$ cat config.mk
export PLATFORM = sky130hd
export DESIGN_NAME = eqed_inject_ctrl
export DESIGN_NICKNAME = d
export VERILOG_FILES = /design/src/rtl/eqed_ctrl_pkg.sv /design/src/rtl/eqed_misr.sv /design/src/rtl/eqed_inject_ctrl.sv
export SDC_FILE = /design/constraint.sdc
export NUM_CORES = 1
export LEC_CHECK = 0
export BUFFER_PORTS_ARGS = -buffer_cell sky130_fd_sc_hd__buf_4
export CORE_UTILIZATION = 30
export CTS_BUF_LIST = sky130_fd_sc_hd__clkbuf_8
export DETAILED_ROUTE_END_ITERATION = 6
export HOLD_SLACK_MARGIN = 0.08
export SYNTH_ARGS = -nofsm -noshare
export SYNTH_HDL_FRONTEND = slang
export SYNTH_SLANG_ARGS = --single-unit
$ cat constraint.sdc
create_clock -name clk -period 2.09 [get_ports clk]
set_clock_uncertainty 0.15 [all_clocks]
set_input_delay 0.1045 -clock clk [delete_from_list [all_inputs] [get_ports clk]]
set_output_delay 0.1045 -clock clk [all_outputs]
set_load 0.005 [all_outputs]
$ cat src/rtl/eqed_ctrl_pkg.sv
// Shared types and constants for the EQED single-bit-flip injection controller.
// Holds the run FSM encoding, MISR polynomial/seed and the observe-bit placement.
package eqed_ctrl_pkg;

    localparam int unsigned NUM_FF = 8;
    localparam int unsigned SEL_W  = 4;
    localparam int unsigned CYC_W  = 10;
    localparam int unsigned OBS_W  = 3;
    localparam int unsigned MISR_W = 6;
    localparam int unsigned IDX_W  = $clog2(NUM_FF);

    localparam logic [MISR_W-1:0] MISR_SEED = 6'h01;
    localparam logic [MISR_W-1:0] MISR_POLY = 6'b110000;

    // Signature bit that each observed output (x, y, z) is folded into
    localparam int unsigned OBS_POS [OBS_W] = '{0, 2, 4};

    typedef enum logic [1:0] {
        IDLE  = 2'd0,
        RUN   = 2'd1,
        CHECK = 2'd2
    } state_e;

    function automatic logic [MISR_W-1:0] misr_spread(input logic [OBS_W-1:0] obs);
        logic [MISR_W-1:0] v;
        v = '0;
        for (int j = 0; j < int'(OBS_W); j++) begin
            v[OBS_POS[j]] = obs[j];
        end
        return v;
    endfunction

    function automatic logic [MISR_W-1:0] misr_step(input logic [MISR_W-1:0] sig,
                                                    input logic [OBS_W-1:0]  obs);
        logic fb;
        fb = ^(sig & MISR_POLY);
        return {sig[MISR_W-2:0], fb} ^ misr_spread(obs);
    endfunction

endpackage

$ cat src/rtl/eqed_misr.sv
// Multiple-input signature register: reloads the seed on load_i and absorbs
// one observed-output sample per cycle while en_i is high.
module eqed_misr
    import eqed_ctrl_pkg::*;
(
    input  logic              clk,
    input  logic              rst,
    input  logic              load_i,
    input  logic              en_i,
    input  logic [OBS_W-1:0]  obs_i,
    output logic [MISR_W-1:0] sig_o
);

    logic [MISR_W-1:0] sig_q;
    logic [MISR_W-1:0] sig_d;

    always_comb begin
        sig_d = sig_q;
        if (load_i) begin
            sig_d = MISR_SEED;
        end else if (en_i) begin
            sig_d = misr_step(sig_q, obs_i);
        end
    end

    always_ff @(posedge clk or posedge rst) begin
        if (rst) begin
            sig_q <= MISR_SEED;
        end else begin
            sig_q <= sig_d;
        end
    end

    assign sig_o = sig_q;

endmodule

$ cat src/rtl/eqed_inject_ctrl.sv
// Run-level EQED campaign controller: issues one single-cycle flip select, folds the
// observed outputs into a MISR and flags a golden mismatch. EQED_SKIP_MASK_EN adds skip_mask/skipped.
module eqed_inject_ctrl
    import eqed_ctrl_pkg::*;
(
    input  logic              clk,
    input  logic              rst,
    input  logic              start,
    input  logic [SEL_W-1:0]  target_idx,
    input  logic [CYC_W-1:0]  inject_cycle,
    input  logic [CYC_W-1:0]  observe_len,
    input  logic [MISR_W-1:0] golden_sig,
    input  logic [OBS_W-1:0]  obs_in,
`ifdef EQED_SKIP_MASK_EN
    input  logic [NUM_FF-1:0] skip_mask,
    output logic              skipped,
`endif
    output logic [NUM_FF-1:0] eqed_sel,
    output logic              busy,
    output logic              injected,
    output logic              done,
    output logic              detected,
    output logic [MISR_W-1:0] sig_out,
    output logic [CYC_W-1:0]  cycle_count
);

    state_e            state_q;
    logic [SEL_W-1:0]  target_q;
    logic [CYC_W-1:0]  inject_q;
    logic [CYC_W-1:0]  len_q;
    logic [MISR_W-1:0] golden_q;
    logic [CYC_W-1:0]  cycle_q;
    logic              busy_q;
    logic              injected_q;
    logic              done_q;
    logic              detected_q;
`ifdef EQED_SKIP_MASK_EN
    logic              skipped_q;
    logic              skip_hit_c;
`endif

    logic accept_c;
    logic target_ok_c;
    logic fire_c;

    // A start arriving alongside the done pulse is deliberately dropped
    assign accept_c    = (state_q == IDLE) && start && !done_q;
    assign target_ok_c = target_q < SEL_W'(NUM_FF);
    assign fire_c      = (state_q == RUN) && (cycle_q == inject_q) && target_ok_c && !injected_q;

    // Decoded straight from registers so an async reset removes the flip immediately
    assign eqed_sel = fire_c ? (NUM_FF'(1) << target_q[IDX_W-1:0]) : '0;

`ifdef EQED_SKIP_MASK_EN
    assign skip_hit_c = (target_idx < SEL_W'(NUM_FF)) && skip_mask[target_idx[IDX_W-1:0]];
`endif

    eqed_misr u_misr (
        .clk    (clk),
        .rst    (rst),
        .load_i (accept_c),
        .en_i   (state_q == RUN),
        .obs_i  (obs_in),
        .sig_o  (sig_out)
    );

    always_ff @(posedge clk or posedge rst) begin
        if (rst) begin
            state_q    <= IDLE;
            target_q   <= '0;
            inject_q   <= '0;
            len_q      <= '0;
            golden_q   <= '0;
            cycle_q    <= '0;
            busy_q     <= 1'b0;
            injected_q <= 1'b0;
            done_q     <= 1'b0;
            detected_q <= 1'b0;
`ifdef EQED_SKIP_MASK_EN
            skipped_q  <= 1'b0;
`endif
        end else begin
            done_q <= 1'b0;
            case (state_q)
                IDLE: begin
                    if (accept_c) begin
                        target_q   <= target_idx;
                        inject_q   <= inject_cycle;
                        len_q      <= (observe_len == '0) ? CYC_W'(1) : observe_len;
                        golden_q   <= golden_sig;
                        cycle_q    <= CYC_W'(1);
                        busy_q     <= 1'b1;
                        injected_q <= 1'b0;
                        detected_q <= 1'b0;
                        state_q    <= RUN;
`ifdef EQED_SKIP_MASK_EN
                        skipped_q  <= skip_hit_c;
                        if (skip_hit_c) begin
                            state_q <= CHECK;
                        end
`endif
                    end
                end
                RUN: begin
                    cycle_q <= cycle_q + CYC_W'(1);
                    if (fire_c) begin
                        injected_q <= 1'b1;
                    end
                    if (cycle_q == len_q) begin
                        state_q <= CHECK;
                    end
                end
                CHECK: begin
                    done_q     <= 1'b1;
                    busy_q     <= 1'b0;
                    detected_q <= (sig_out != golden_q);
`ifdef EQED_SKIP_MASK_EN
                    if (skipped_q) begin
                        detected_q <= 1'b0;
                    end
`endif
                    state_q    <= IDLE;
                end
                default: begin
                    state_q <= IDLE;
                end
            endcase
        end
    end

    assign busy        = busy_q;
    assign injected    = injected_q;
    assign done        = done_q;
    assign detected    = detected_q;
    assign cycle_count = cycle_q;
`ifdef EQED_SKIP_MASK_EN
    assign skipped     = skipped_q;
`endif

endmodule

**Word level (Yosys, flattened, before mapping)**

Index checks and enable logic that the tools add are counted.

- Shift operators: 1
- Reduce and logical (&&, ||, !) cells: 18
- $lt $le $gt $ge: 1
- $add $sub $neg: 1
- Equal/unequal tests: 8
- Multiplexer cells: 16
- Bitwise gates (word level): 1

Operators with widths:

| operator | number |
|---|---|
| $eq A10 B10 Y1 | 2 |
| $mux W10 | 2 |
| $pmux W10 S2 | 1 |
| $mux W6 | 2 |
| $add A10 B1 Y10 const B | 1 |
| $logic_not A10 Y1 | 1 |
| $mux W8 | 1 |
| $reduce_and A2 Y1 | 4 |
| $shl A1 B3 Y8 const A | 1 |
| $ne A2 B2 Y1 const B | 3 |
| $ne A6 B6 Y1 | 1 |
| $pmux W1 S2 | 3 |
| $reduce_bool A2 Y1 | 3 |
| $reduce_xor A6 Y1 | 1 |
| $xor A6 B5 Y6 | 1 |
| $logic_and A1 B1 Y1 | 5 |
| $lt A4 B4 Y1 const B | 1 |
| $mux W1 | 4 |
| $mux W2 | 2 |
| $pmux W2 S2 | 1 |
| $reduce_and A3 Y1 | 1 |
| $eq A2 B1 Y1 const B | 1 |
| $eq A2 B2 Y1 const B | 1 |
| $logic_not A1 Y1 | 2 |
| $logic_not A2 Y1 | 1 |

- Register bits: 52
- Logic and storage cells: 57
- Output and inout port bits: 28
- Input bits: 36

**Logic depth before layout (Yosys ltp)**

- Depth after elaboration: 6
- Mapped depth: 5
- Gate-level depth less buffers: 5

**Hierarchy**

A second synthesis with hierarchy kept.

- Cells, all modules: 274
- Area, all modules: 2581.2 µm²

Modules (own cells, without submodules):

| module | sequential area each (µm²) | area an instance (µm²) | instances | cells an instance |
|---|---|---|---|---|
| eqed_inject_ctrl | 1151.1 | 2301.0 | 1 | 251 |
| eqed_misr | 151.4 | 280.3 | 1 | 23 |

**Least setup slack after synthesis**

No wires, ideal clock.

- Kind: register to output
- Start: reg cycle_q[8] (netlist: cycle_count[8])
- End: out eqed_sel[2]
- Data arrival time: 1481 ps
- Buffers on the path: 0
- Required time: 1836 ps
- Path slack: 355 ps
- Cell stages (with the launch flop): 5
- Cell sequence: dfrtp_1 > xor2_1 > nor4_1 > nand4_2 > nor4b_1

- Word-level cells in the longest chain between the ends: 5

Ends and longest elaborated chain:

| item | line | source |
|---|---|---|
| from (decl) | eqed_inject_ctrl.sv:32 | `logic [CYC_W-1:0] cycle_q;` |
| from (signal assigned) | eqed_inject_ctrl.sv:105 | `cycle_q <= cycle_q + CYC_W'(1);` |
| $eq A10 B10 Y1 | eqed_inject_ctrl.sv:49 | `assign fire_c = (state_q == RUN) && (cycle_q == inject_q) && target_ok_c && !injected_q;` |
| $logic_and A1 B1 Y1 (3 in a row) | eqed_inject_ctrl.sv:49 |  |
| $mux W8 | eqed_inject_ctrl.sv:52 | `assign eqed_sel = fire_c ? (NUM_FF'(1) << target_q[IDX_W-1:0]) : '0;` |
| to (decl) | eqed_inject_ctrl.sv:18 | `output logic [NUM_FF-1:0] eqed_sel,` |

No other way between the ends.

**Worst setup path in the final report**

- Start: reg inject_q[8]
- End: out eqed_sel[1]

- Word-level cells in the longest chain between the ends: 5

Ends and longest elaborated chain:

| item | line | source |
|---|---|---|
| from (decl) | eqed_inject_ctrl.sv:29 | `logic [CYC_W-1:0] inject_q;` |
| from (signal assigned) | eqed_inject_ctrl.sv:88 | `inject_q <= inject_cycle;` |
| $eq A10 B10 Y1 | eqed_inject_ctrl.sv:49 |  |
| $logic_and A1 B1 Y1 (3 in a row) | eqed_inject_ctrl.sv:49 |  |
| $mux W8 | eqed_inject_ctrl.sv:52 |  |

No other way between the ends.

==> results by group <==
Floorplan
  – Starting Density: 0.3179
  – Die Ht: 93.42 microns
  – CORE AREA: 0.007888 sq mm
  – Chip Width: 93.42 microns
  – Row count: 32
  – Area of the die: 0.008727 sq mm
  – Ports: 64

Cells and area
  – Seq. cell area: 0.001303 sq mm
  – Area of the multi-input gates: 0.001225 sq mm
  – Layout cell share with drive strength beyond 1: 0.2641
  – Commonest non-fill, non-tap cell in the layout: nand2_1
  – Final nets: 426
  – Synth-to-Final Area Change: 48.65%
  – Commonest non-fill, non-tap cells in the layout: nand2_1, buf_4, dfrtp_1
  – Filler cell count: 764
  – N_diodes: 0
  – Non-Filler Instances: 492

Routing
  – First-pass DRT Iterations: 4
  – Via count: 2245
  – Post-DRT Antenna Nets: 0
  – DRT iter0 DRCs: 103
  – Via density: 4.563
  – Final WL: 6523 microns
  – WL/cell: 13.26 microns
  – DRC viols: 0

Global routing
  – Vias in the first global route: 2152
  – All-Layer GR Usage: 0.1552
  – Global-route wire length before repair: 10540 microns
  – Initial antenna violation count: 0
  – Grt ovf: 0
  – Largest net degree at the start of global routing: 25

Timing
  – Fmax achieved: 445.4 MHz
  – Final hold vios: 0
  – Tcrit/Tclk final: 1.074
  – Min Tclk post-route: 2245 ps
  – Worst-Margin Slew: 502.4 ps
  – Max-slew violation count: 0
  – Final setup viols: 8
  – Setup slack after layout: -155.0 ps
  – Slew headroom: 0.6646
  – RSZ-0062 raised after global routing: true

Place
  – Worst slack at placement: 82.34 ps
  – Cells after DPL: 445
  – Placer congestion estimate: 0.7915
  – PortBufs: 63
  – Hpwl dp: 4441 microns

Synth
  – Yosys synthesis warning count: 0
  – Post-synthesis register bit count: 52
  – Syn Area/Cell: 9.052 sq um
  – Syn nets: 314
  – EDFF count, synth: 0
  – Mapped Area: 0.002507 sq mm
  – Distinct cells, synth: 35
  – Mapped Cells: 277
  – Sequential cell area fraction in the yosys report: 0.5195
  – Main synth FF type: dfrtp_1
  – FFs w/ async S/R, synth: 1.000

Critical path
  – Worst Setup SP: inject_q[8]
  – Worst r2r path cells: 5
  – Reg2Reg Setup Slack: 230 ps
  – Crit path required time: 1840 ps
  – CP endpoint: eqed_sel[1]
  – CP Class: reg2out
  – Critical R2R Launch: cycle_count[0]
  – Reg2reg end: cycle_count[8]
  – Startpoint types: register
  – Crit path capture type: output port
  – Peak fanout along the critical path: 7
  – Critical path arrival: 1990 ps

Power and ir drop
  – Worst VDD drop: 354.3 uV
  – Total power: 4.001 mW
  – Leak: 1.888 nW
  – P per Cell Area: 1073 mW/mm^2

Status
  – Status: finished with violations
  – Violated checks: setup timing

Clock network
  – H-tree levels: 2
  – CTS tree: yes
  – Clock Pin Slew Worst Setup and Hold Paths: 100 ps
  – Clock root cell: clkbuf_8
  – Clock Path Buffers: 2
  – Clock sinks: 52
  – Number of buffers created by CTS: 5
  – Worst-Skew Late Latency: 310 ps

Min path
  – Worst hold path class: in2reg

Job
  – MaxCap Viol Count: 0
per-layer routing:
metal  global-route usage  wire length [microns]  up-vias  share of wire
met1               0.2001                   2930     1043           0.45
met5                    0                      0        -              0
li1                     -                      -     1135              -
met2               0.2665                   3232       61           0.50
met3              0.03252                    302        6          0.046
met4              0.03462                     58        0         0.0089
logic make-up after synthesis:
| kind of cell | synth area share |
|---|---|
| xor gates and xnor gates | 0.1048 |
| muxes | 0.007984 |
| and+or+nand+nor | 0.2829 |
| AOI/OAI and AO/OA | 0.05539 |
| DFF | 0.5195 |
| buffers and inverters | 0.02445 |
| adders and majority gates | 0.004989 |
stage by stage:
stage,cell area [sq um],util,setup TNS [ps],hold WS (ps)
4_1_cts,3676,0.4661,-380.1,205.1
3_3_place_gp,3183,0.4036,0,26.39
2_1_floorplan,2507,-,0,59.94
3_5_place_dp,3183,0.4036,0,32.89
5_1_grt,3727,0.4726,-1874,240.2
6_report,3727,0.4726,-734.0,200.7
timing repair:
item	CTS	global route
gates resized for setup	9	4
setup endpoints to repair	8	8
hold buffers	34	0
pin swaps	4	4
hold endpoints to repair	55	0
setup buffers	2	3
layout make-up:
cell class,instances,share of cell area
Inverter,3,0.003021
Clock buffer,5,0.01846
Tap cell,102,0.03424
Clock inverter,3,0.003357
Sequential cell,52,0.3494
Timing Repair Buffer,117,0.2628
Multi-Input combinational cell,210,0.3286
critical path: stages (launching register included):
cell     delay (ps)
dfrtp_1         400
xor2_1          170
nor4_2          390
nand4_4         240
buf_6           200
nor4_4          140
buf_4           150
power by group:
| group | internal, mW | leakage (nW) | switching, mW |
|---|---|---|---|
| Clock | 0.226 | 0.0505 | 0.321 |
| Sequential | 1.42 | 0.650 | 0.447 |
| Combinational | 0.822 | 1.19 | 0.768 |
| Total | 2.46 | 1.89 | 1.54 |
synth_stat cells, drive strengths merged (4+ instances only):
library cell / n / area [sq um]
a21oi: 4 / 20.02
clkbuf: 8 / 30.03
o21ai: 10 / 50.04
and3: 5 / 31.28
buf: 4 / 20.02
nand2: 107 / 401.6
xnor2: 9 / 78.83
dfrtp: 51 / 1276
nor2: 11 / 41.29
nor4: 7 / 50.05
nor3: 7 / 40.04
xor2: 21 / 183.9
state kept, by name, summed over array words and instances, names as in the netlist:
register,cells
cycle_count,10
inject_q,10
len_q,10
golden_q,6
u_misr.sig_o,6
target_q,4
state_q,2
busy,1
detected,1
done,1
injected,1
worst min-delay path by stage:
stage	start	end	slack [ps]	depth (start not counted)
floorplan	golden_sig[0]	golden_q[0]	60	2
global placement	rst	golden_q[5]	30	2
detailed placement	rst	golden_q[5]	30	2
CTS	start	cycle_count[2]	210	5
global route	start	inject_q[2]	240	5
finish	start	cycle_count[2]	200	5
No activity file was read; power rests on OpenSTA's default activity.
